===== src/rtl/multicycle_ctrl.sv =====
// Multi-cycle control FSM for the Fibonacci RV32 core.
// It walks one instruction at a time through FETCH, DECODE, EXEC, MEM and WB.
// It drives the imm_gen select and the ALU, register-file, PC and memory-request strobes.
// Strobes are decoded from the registered state and the instruction register.
// Three strobes also look at a live input: ir_we follows imem_ready, the branch pc_src
// follows alu_zero, and every strobe is forced low while rst is held.

module multicycle_ctrl #(
  parameter int MEM_TIMEOUT = 15,
  parameter int RET_W       = 32
) (
  input  logic             clk,
  input  logic             rst,
  input  logic [31:0]      instr,
  input  logic             alu_zero,
  input  logic             imem_ready,
  input  logic             dmem_ready,
  output logic             imem_req,
  output logic             ir_we,
  output logic             pc_we,
  output logic             pc_src,
  output logic [2:0]       imm_sel,
  output logic             alu_src_b,
  output logic [3:0]       alu_op,
  output logic             dmem_req,
  output logic             reg_we,
  output logic [1:0]       wb_sel,
  output logic             illegal,
  output logic             timeout_err,
  output logic [RET_W-1:0] retired
);

  localparam logic [2:0] IMM_I = 3'd0;
  localparam logic [2:0] IMM_B = 3'd2;
  localparam logic [2:0] IMM_J = 3'd4;

  localparam logic [6:0] OP_R_ALU  = 7'b0110011;
  localparam logic [6:0] OP_I_ALU  = 7'b0010011;
  localparam logic [6:0] OP_LOAD   = 7'b0000011;
  localparam logic [6:0] OP_BRANCH = 7'b1100011;
  localparam logic [6:0] OP_JAL    = 7'b1101111;

  localparam logic [7:0] WAIT_LIMIT = 8'(MEM_TIMEOUT);

  typedef enum logic [2:0] {
    FETCH  = 3'd0,
    DECODE = 3'd1,
    EXEC   = 3'd2,
    MEM    = 3'd3,
    WB     = 3'd4,
    HALT   = 3'd5
  } state_t;

  state_t           state_q, state_d;
  logic [7:0]       wait_cnt_q, wait_cnt_d;
  logic             illegal_q, illegal_d;
  logic             timeout_q, timeout_d;
  logic [RET_W-1:0] retired_q, retired_d;

  logic [6:0] opcode;
  logic [2:0] funct3;
  logic       is_r, is_i, is_load, is_branch, is_jal;
  logic       legal;
  logic       unused_instr_bits;

  assign opcode    = instr[6:0];
  assign funct3    = instr[14:12];
  assign is_r      = (opcode == OP_R_ALU);
  assign is_i      = (opcode == OP_I_ALU);
  assign is_load   = (opcode == OP_LOAD);
  assign is_branch = (opcode == OP_BRANCH);
  assign is_jal    = (opcode == OP_JAL);
  // Only BEQ (000) and BNE (001) are implemented among the branches.
  assign legal     = is_r | is_i | is_load | is_jal | (is_branch & (funct3[2:1] == 2'b00));

  assign unused_instr_bits = ^{instr[31], instr[29:15], instr[11:7]};

  // Next-state, wait-counter, sticky-flag and retire-counter computation.
  always_comb begin
    state_d    = state_q;
    wait_cnt_d = '0;
    illegal_d  = illegal_q;
    timeout_d  = timeout_q;
    retired_d  = retired_q;
    case (state_q)
      FETCH: begin
        if (imem_ready) begin
          state_d = DECODE;
        end else if (wait_cnt_q == WAIT_LIMIT) begin
          timeout_d = 1'b1;
          state_d   = HALT;
        end else begin
          wait_cnt_d = wait_cnt_q + 8'd1;
        end
      end
      DECODE: begin
        if (legal) begin
          state_d = EXEC;
        end else begin
          illegal_d = 1'b1;
          state_d   = HALT;
        end
      end
      EXEC: begin
        if (is_r || is_i) begin
          state_d = WB;
        end else if (is_load) begin
          state_d = MEM;
        end else if (is_branch || is_jal) begin
          retired_d = retired_q + RET_W'(1);
          state_d   = FETCH;
        end else begin
          illegal_d = 1'b1;
          state_d   = HALT;
        end
      end
      MEM: begin
        if (dmem_ready) begin
          state_d = WB;
        end else if (wait_cnt_q == WAIT_LIMIT) begin
          timeout_d = 1'b1;
          state_d   = HALT;
        end else begin
          wait_cnt_d = wait_cnt_q + 8'd1;
        end
      end
      WB: begin
        retired_d = retired_q + RET_W'(1);
        state_d   = FETCH;
      end
      HALT: begin
        state_d = HALT;
      end
      default: begin
        state_d = FETCH;
      end
    endcase
  end

  // Controller state register; reset aborts any instruction in flight.
  always_ff @(posedge clk or posedge rst) begin
    if (rst) begin
      state_q    <= FETCH;
      wait_cnt_q <= '0;
      illegal_q  <= 1'b0;
      timeout_q  <= 1'b0;
      retired_q  <= '0;
    end else begin
      state_q    <= state_d;
      wait_cnt_q <= wait_cnt_d;
      illegal_q  <= illegal_d;
      timeout_q  <= timeout_d;
      retired_q  <= retired_d;
    end
  end

  // Per-state strobe decode; every strobe is low while reset is held.
  always_comb begin
    imem_req  = 1'b0;
    ir_we     = 1'b0;
    pc_we     = 1'b0;
    pc_src    = 1'b0;
    imm_sel   = IMM_I;
    alu_src_b = 1'b0;
    alu_op    = 4'b0000;
    dmem_req  = 1'b0;
    reg_we    = 1'b0;
    wb_sel    = 2'b00;
    if (!rst) begin
      case (state_q)
        FETCH: begin
          imem_req = 1'b1;
          ir_we    = imem_ready;
        end
        EXEC: begin
          if (is_r) begin
            alu_op = {instr[30], funct3};
          end else if (is_i) begin
            alu_src_b = 1'b1;
            alu_op    = {(funct3 == 3'b101) ? instr[30] : 1'b0, funct3};
          end else if (is_load) begin
            alu_src_b = 1'b1;
          end else if (is_branch) begin
            imm_sel = IMM_B;
            alu_op  = 4'b1000;
            pc_we   = 1'b1;
            pc_src  = funct3[0] ? ~alu_zero : alu_zero;
          end else if (is_jal) begin
            imm_sel = IMM_J;
            reg_we  = 1'b1;
            wb_sel  = 2'b10;
            pc_we   = 1'b1;
            pc_src  = 1'b1;
          end
        end
        MEM: begin
          dmem_req = 1'b1;
        end
        WB: begin
          reg_we = 1'b1;
          wb_sel = is_load ? 2'b01 : 2'b00;
          pc_we  = 1'b1;
        end
        default: begin
        end
      endcase
    end
  end

  assign illegal     = illegal_q;
  assign timeout_err = timeout_q;
  assign retired     = retired_q;

endmodule


===== config.mk =====
export PLATFORM = sky130hd
export DESIGN_NAME = multicycle_ctrl
export DESIGN_NICKNAME = d
export VERILOG_FILES = /design/src/rtl/multicycle_ctrl.sv
export SDC_FILE = /design/constraint.sdc
export NUM_CORES = 1
export LEC_CHECK = 0
export BUFFER_PORTS_ARGS = -buffer_cell sky130_fd_sc_hd__buf_2
export CAP_MARGIN = 5
export CORE_MARGIN = 3
export CORE_UTILIZATION = 49
export DETAILED_ROUTE_END_ITERATION = 8
export PLACE_DENSITY = 0.85
export SYNTH_ARGS = -nofsm -noshare
export SYNTH_HDL_FRONTEND = slang
export SYNTH_SLANG_ARGS = --single-unit
export TNS_END_PERCENT = 30

===== constraint.sdc =====
create_clock -name clk -period 8.4 [get_ports clk]
set_clock_uncertainty 0.05 [all_clocks]
set_input_delay 1.68 -clock clk [delete_from_list [all_inputs] [get_ports clk]]
set_output_delay 1.68 -clock clk [all_outputs]
set_load 0.05 [all_outputs]

# Word-level counts from Yosys, hierarchy flattened
# Index checks and enable logic that the tools add are counted.
[classes] shifts=0 div=0 reduce_logical=10 n_lt_le_gt_ge=0 n_mux=78 mul=0 n_addsub=2 eq_ne=19 bitwise_logic=6
[op_table] operator="two-way mux 32 bit" count=3
[op_table] operator="one-hot mux 32 bit (2 select lines)" count=1
[op_table] operator="two-way mux 3 bit" count=14
[op_table] operator="two-way mux 1 bit" count=38
[op_table] operator="adder 32 x 1 -> 32 bit (second input constant)" count=1
[op_table] operator="two-way mux 4 bit" count=6
[op_table] operator="two-way mux 8 bit" count=3
[op_table] operator="one-hot mux 8 bit (2 select lines)" count=1
[op_table] operator="one-hot mux 3 bit (5 select lines)" count=1
[op_table] operator="== test 7 bit (second input constant)" count=2
[op_table] operator="inequality test 2 bit (second input constant)" count=7
[op_table] operator="two-way mux 2 bit" count=6
[op_table] operator="== test 3 bit (second input constant)" count=3
[op_table] operator="adder 8 x 1 -> 8 bit (second input constant)" count=1
[op_table] operator="== test 8 x 4 -> 1 bit (second input constant)" count=1
[op_table] operator="one-hot mux 1 bit (2 select lines)" count=4
[op_table] operator="== test 7 x 2 -> 1 bit (second input constant)" count=1
[op_table] operator="== test 7 x 5 -> 1 bit (second input constant)" count=1
[op_table] operator="== test 7 x 6 -> 1 bit (second input constant)" count=1
[op_table] operator="== test 3 x 2 -> 1 bit (second input constant)" count=2
[op_table] operator="nonzero test 2 bit" count=3
[op_table] operator="AND reduction 5 bit" count=1
[op_table] operator="OR 1 bit" count=4
[op_table] operator="one-hot mux 2 bit (2 select lines)" count=1
[op_table] operator="other kinds (8)" count=9
[totals] wordCells=120 ram_bits=0 latchBits=0 reg_bits=45 n_memories=0 mem_bits_ro=0

# Logic depth before layout (Yosys ltp)
[logic_depth] depth_word=8 ltp_mapped=7 ltp_nobuf=6

# Worst setup path after synthesis
# OpenSTA, ideal clock, no wires.
[synth_path] path_kind="input to output" startpoint="in rst" endpoint="out pc_src" cell_stages=3 n_path_buf=0 arrival_ps=4706 path_slack_ps=1964 path_cell_list="inv_1 nand4_1 nor4b_1"
[synth_via] elab_chain_len=1
[synth_lines] element="start, declared" line="13" text="input logic rst,"
[synth_lines] element="two-way mux 1 bit" line="169" text="if (!rst) begin"
[synth_lines] element="end, declared" line="21" text="output logic pc_src,"
# No other way between the ends.

# Worst setup path in the final report
[layout_path] startpoint="in instr[3]" endpoint="out wb_sel[0]"
[layout_via] elab_chain_len=7 word_cells_on_any_way=11 cone_classes="eq/ne: 4; mux: 7"
[layout_lines] element="start, declared" line="14" text="input logic [31:0] instr,"
[layout_lines] element="== test 7 bit" line="71" text="assign is_branch = (opcode == OP_BRANCH);"
[layout_lines] element="two-way mux 2 bit" line="183" text="end else if (is_branch) begin"
[layout_lines] element="two-way mux 2 bit" line="181" text="end else if (is_load) begin"
[layout_lines] element="two-way mux 2 bit" line="178" text="end else if (is_i) begin"
[layout_lines] element="two-way mux 2 bit" line="176" text="if (is_r) begin"
[layout_lines] element="one-hot mux 2 bit (2 select lines) (*)" line="170" text="case (state_q)"
[layout_lines] element="two-way mux 2 bit (*)" line="169"
[layout_lines] element="end, declared" line="27" text="output logic [1:0] wb_sel,"
# Every way passes the cells marked *; elsewhere a longest branch is shown, timed or not.

==> summary.md <==
| Metric | Value |
|---|---|
| Cts repair resizes | `0` |
| Share of layout cells above drive strength 1 | `26.8%` |
| Die X | `76.4 microns` |
| DRT Wirelength | `5.08 mm` |
| Syn Std Cell Area | `2430 sq um` |
| Floorplan row count | `24` |
| Drt wl/cell | `13.5 microns` |
| Syn nets | `282` |
| CTS clk-pin slew, worst paths | `0.08 ns` |
| # clock sinks | `45` |
| Syn Inst Count | `243` |
| Final Wtd Congestion | `0.780` |
| Final routed DRC violation total | `0` |
| Total GRT Usage | `18.3%` |
| Largest net degree at the start of global routing | `48` |
| EDFF count, synth | `0` |
| Outcome | `completed` |
| Max-Cap Viols | `0` |
| Maximum vdd drop | `0.208 mV` |
| Clock Latency Late Sink | `0.29 ns` |
| Post-layout min period | `5.06 ns` |
| I/O Buffers | `64` |
| Mean post-synth cell area | `9.99 sq um` |
| Slew HR | `55.4%` |
| Fillers | `391` |
| Drt pass-1 iters | `4` |
| Clock Tree Root | `clkbuf_8` |
| Number of warnings issued by yosys | `0` |
| Yosys cell types | `47` |
| Worst Path Required | `6.67 ns` |
| Die ar. | `5840 sq um` |
| IO Pins | `87` |
| Vias | `2,009` |
| Place WS | `3.31 ns` |
| Leak | `1.45 nW` |
| CP arrival | `3.33 ns` |
| Global-route wire length before repair | `8.95 mm` |
| Dpl hpwl | `3.76 mm` |
| Initial Util | `53.2%` |
| Flops & latches, synth | `45` |
| Final setup fails | `0` |
| Top FF cell, synth | `dfrtp_1` |
| Critical path endpoint category | `output pin` |
| CTS Buf Count | `5` |
| Slew @ Worst Pin | `0.665 ns` |
| PwrDens | `210 nW/um^2` |
| Worst hold-check path type | `flip-flop to flip-flop` |
| Power, Total | `0.619 mW` |
| Kind of critical path | `primary input to output pin` |
| Core area | `4560 sq um` |
| Met3 routed WL | `259 microns` |
| Met1 Wirelength | `2.35 mm` |
| Hold_ws | `0.419 ns` |
| Highest metal used | `met4` |
| Post-CTS setup buffers | `0` |
| Commonest non-fill, non-tap cell in the layout | `buf_2` |
| Post-DP Area | `2810 sq um` |
| RSZ-0062 raised after global routing | `no` |
| Max Fclk | `0.198 GHz` |
| Layout area overhead | `21.1%` |
| CTS Hold Bufs | `0` |
| Startpoint Class | `primary input` |
| Met2 WL | `2.43 mm` |
| Sequential cell area fraction in the yosys report | `46.4%` |
| Vias per std cell | `5.36` |
| CTS tree | `yes` |
| Final setup TNS | `0 ns` |
| Vias in the first global route | `1,857` |
| Most frequent cells in the layout | `buf_2 (64), dfrtp_1 (45), nor2_1 (25)` |
| DRT iter0 DRCs | `83` |
| Chip height | `76.4 microns` |
| H-tree depth | `2` |
| Final period util | `60.2%` |
| Fin worst setup slack | `3.34 ns` |
| Final nets | `348` |
| CP max FO | `7` |
| Antenna Nets Post-Route | `0` |
| Remaining Overflow, GRT | `0` |
| Initial antenna violation count | `0` |
| Worst-case clock buffer depth | `2` |
| Inserted Diodes | `0` |
| Final Hold Fails | `0` |
| Slew Viols, Final | `0` |
| Post-synth ARST share | `100%` |
| Design area | `2940 sq um` |
cells in the mapped netlist (2+ instances only):
cell / instances / area share, %
dfrtp_1: 45 / 46
nor2_1: 25 / 3.9
xnor2_1: 24 / 8.7
nand2_1: 19 / 2.9
nand3_1: 16 / 3.3
xor2_1: 14 / 5.0
nor3_1: 10 / 2.1
and3_1: 8 / 2.1
nand4_1: 8 / 2.1
and2_1: 7 / 1.8
and4_1: 4 / 1.4
clkbuf_1: 4 / 0.62
inv_1: 4 / 0.62
nor2b_1: 4 / 1.0
nor4_1: 4 / 1.0
nor3b_2: 3 / 1.5
o21ai_0: 3 / 0.62
or4_1: 3 / 0.93
a21oi_1: 2 / 0.41
a2bb2oi_1: 2 / 0.72
buf_4: 2 / 0.62
ha_1: 2 / 1.0
nand2b_1: 2 / 0.52
nor3_2: 2 / 0.82
nor4b_1: 2 / 0.72
o21a_1: 2 / 0.62
o31ai_1: 2 / 0.62
path summary, 6_finish.rpt:
check | start | endpoint | slack, ns | cells after the start
min in group asynchronous | rst | wait_cnt_q[0] | 1.52 | 3
max in group asynchronous | rst | illegal | 6.39 | 3
worst max register to register | state_q[2] | retired[24] | 6.06 | 5
worst min register to register | retired[31] | retired[31] | 0.42 | 1
worst min-delay path | retired[31] | retired[31] | 0.42 | 1
worst max-delay path | instr[3] | wb_sel[0] | 3.34 | 5
area by class of cell:
| cell class | instances | area [sq um] | area share (%) |
|---|---|---|---|
| inverters | 4 | 15.0 | 0.510 |
| repair buffers | 65 | 328 | 11.1 |
| clock buffers | 5 | 68.8 | 2.34 |
| flip-flops and latches | 45 | 1130 | 38.3 |
| well taps | 65 | 81.3 | 2.76 |
| clock inverters | 3 | 65.1 | 2.21 |
| multi-input cells | 188 | 1260 | 42.7 |
cell families (layout without fill, tap and decap cells):
family,after synthesis,in the layout,synth area share (%)
compound gates,20,20,6.60
xor+xnor,39,39,14.4
fa+ha+maj,2,2,1.03
buf+inv,10,77,1.85
flops,45,45,46.4
mux,1,1,0.464
other cells,1,1,0.154
simple gates,125,125,29.2
power by group:
part	total, mW	internal (mW)	switching [mW]
logic	0.161	0.0512	0.109
clock network	0.187	0.118	0.0692
registers	0.271	0.234	0.0369
routing by layer:
| layer | vias up | global-route usage (%) |
|---|---|---|
| li1 | 1000 | - |
| met1 | 949 | 26.6 |
| met2 | 56 | 28.6 |
| met3 | 4 | 3.31 |
| met4 | 0 | 3.80 |
| met5 | - | 0 |
state kept, by name, indices dropped and copies added, names as in the netlist:
name	flops
retired	32
illegal	1
wait_cnt_q	8
state_q	3
timeout_err	1
through the flow:
| stage | cells | util [%] |
|---|---|---|
| after global placement | 367 | 61.5 |
| after detailed placement | 367 | 61.5 |
| after floorplan | 243 | - |
| after CTS | 375 | 64.4 |
| final | 375 | 64.4 |
| after global routing | 375 | 64.4 |
worst max-delay path, stage by stage:
cell and delay [ns]:
buf_2 0.14, nand4bb_1 0.34, or4_1 0.55, nor4b_1 0.30, buf_2 0.31
(Power assumes the default switching activity.)
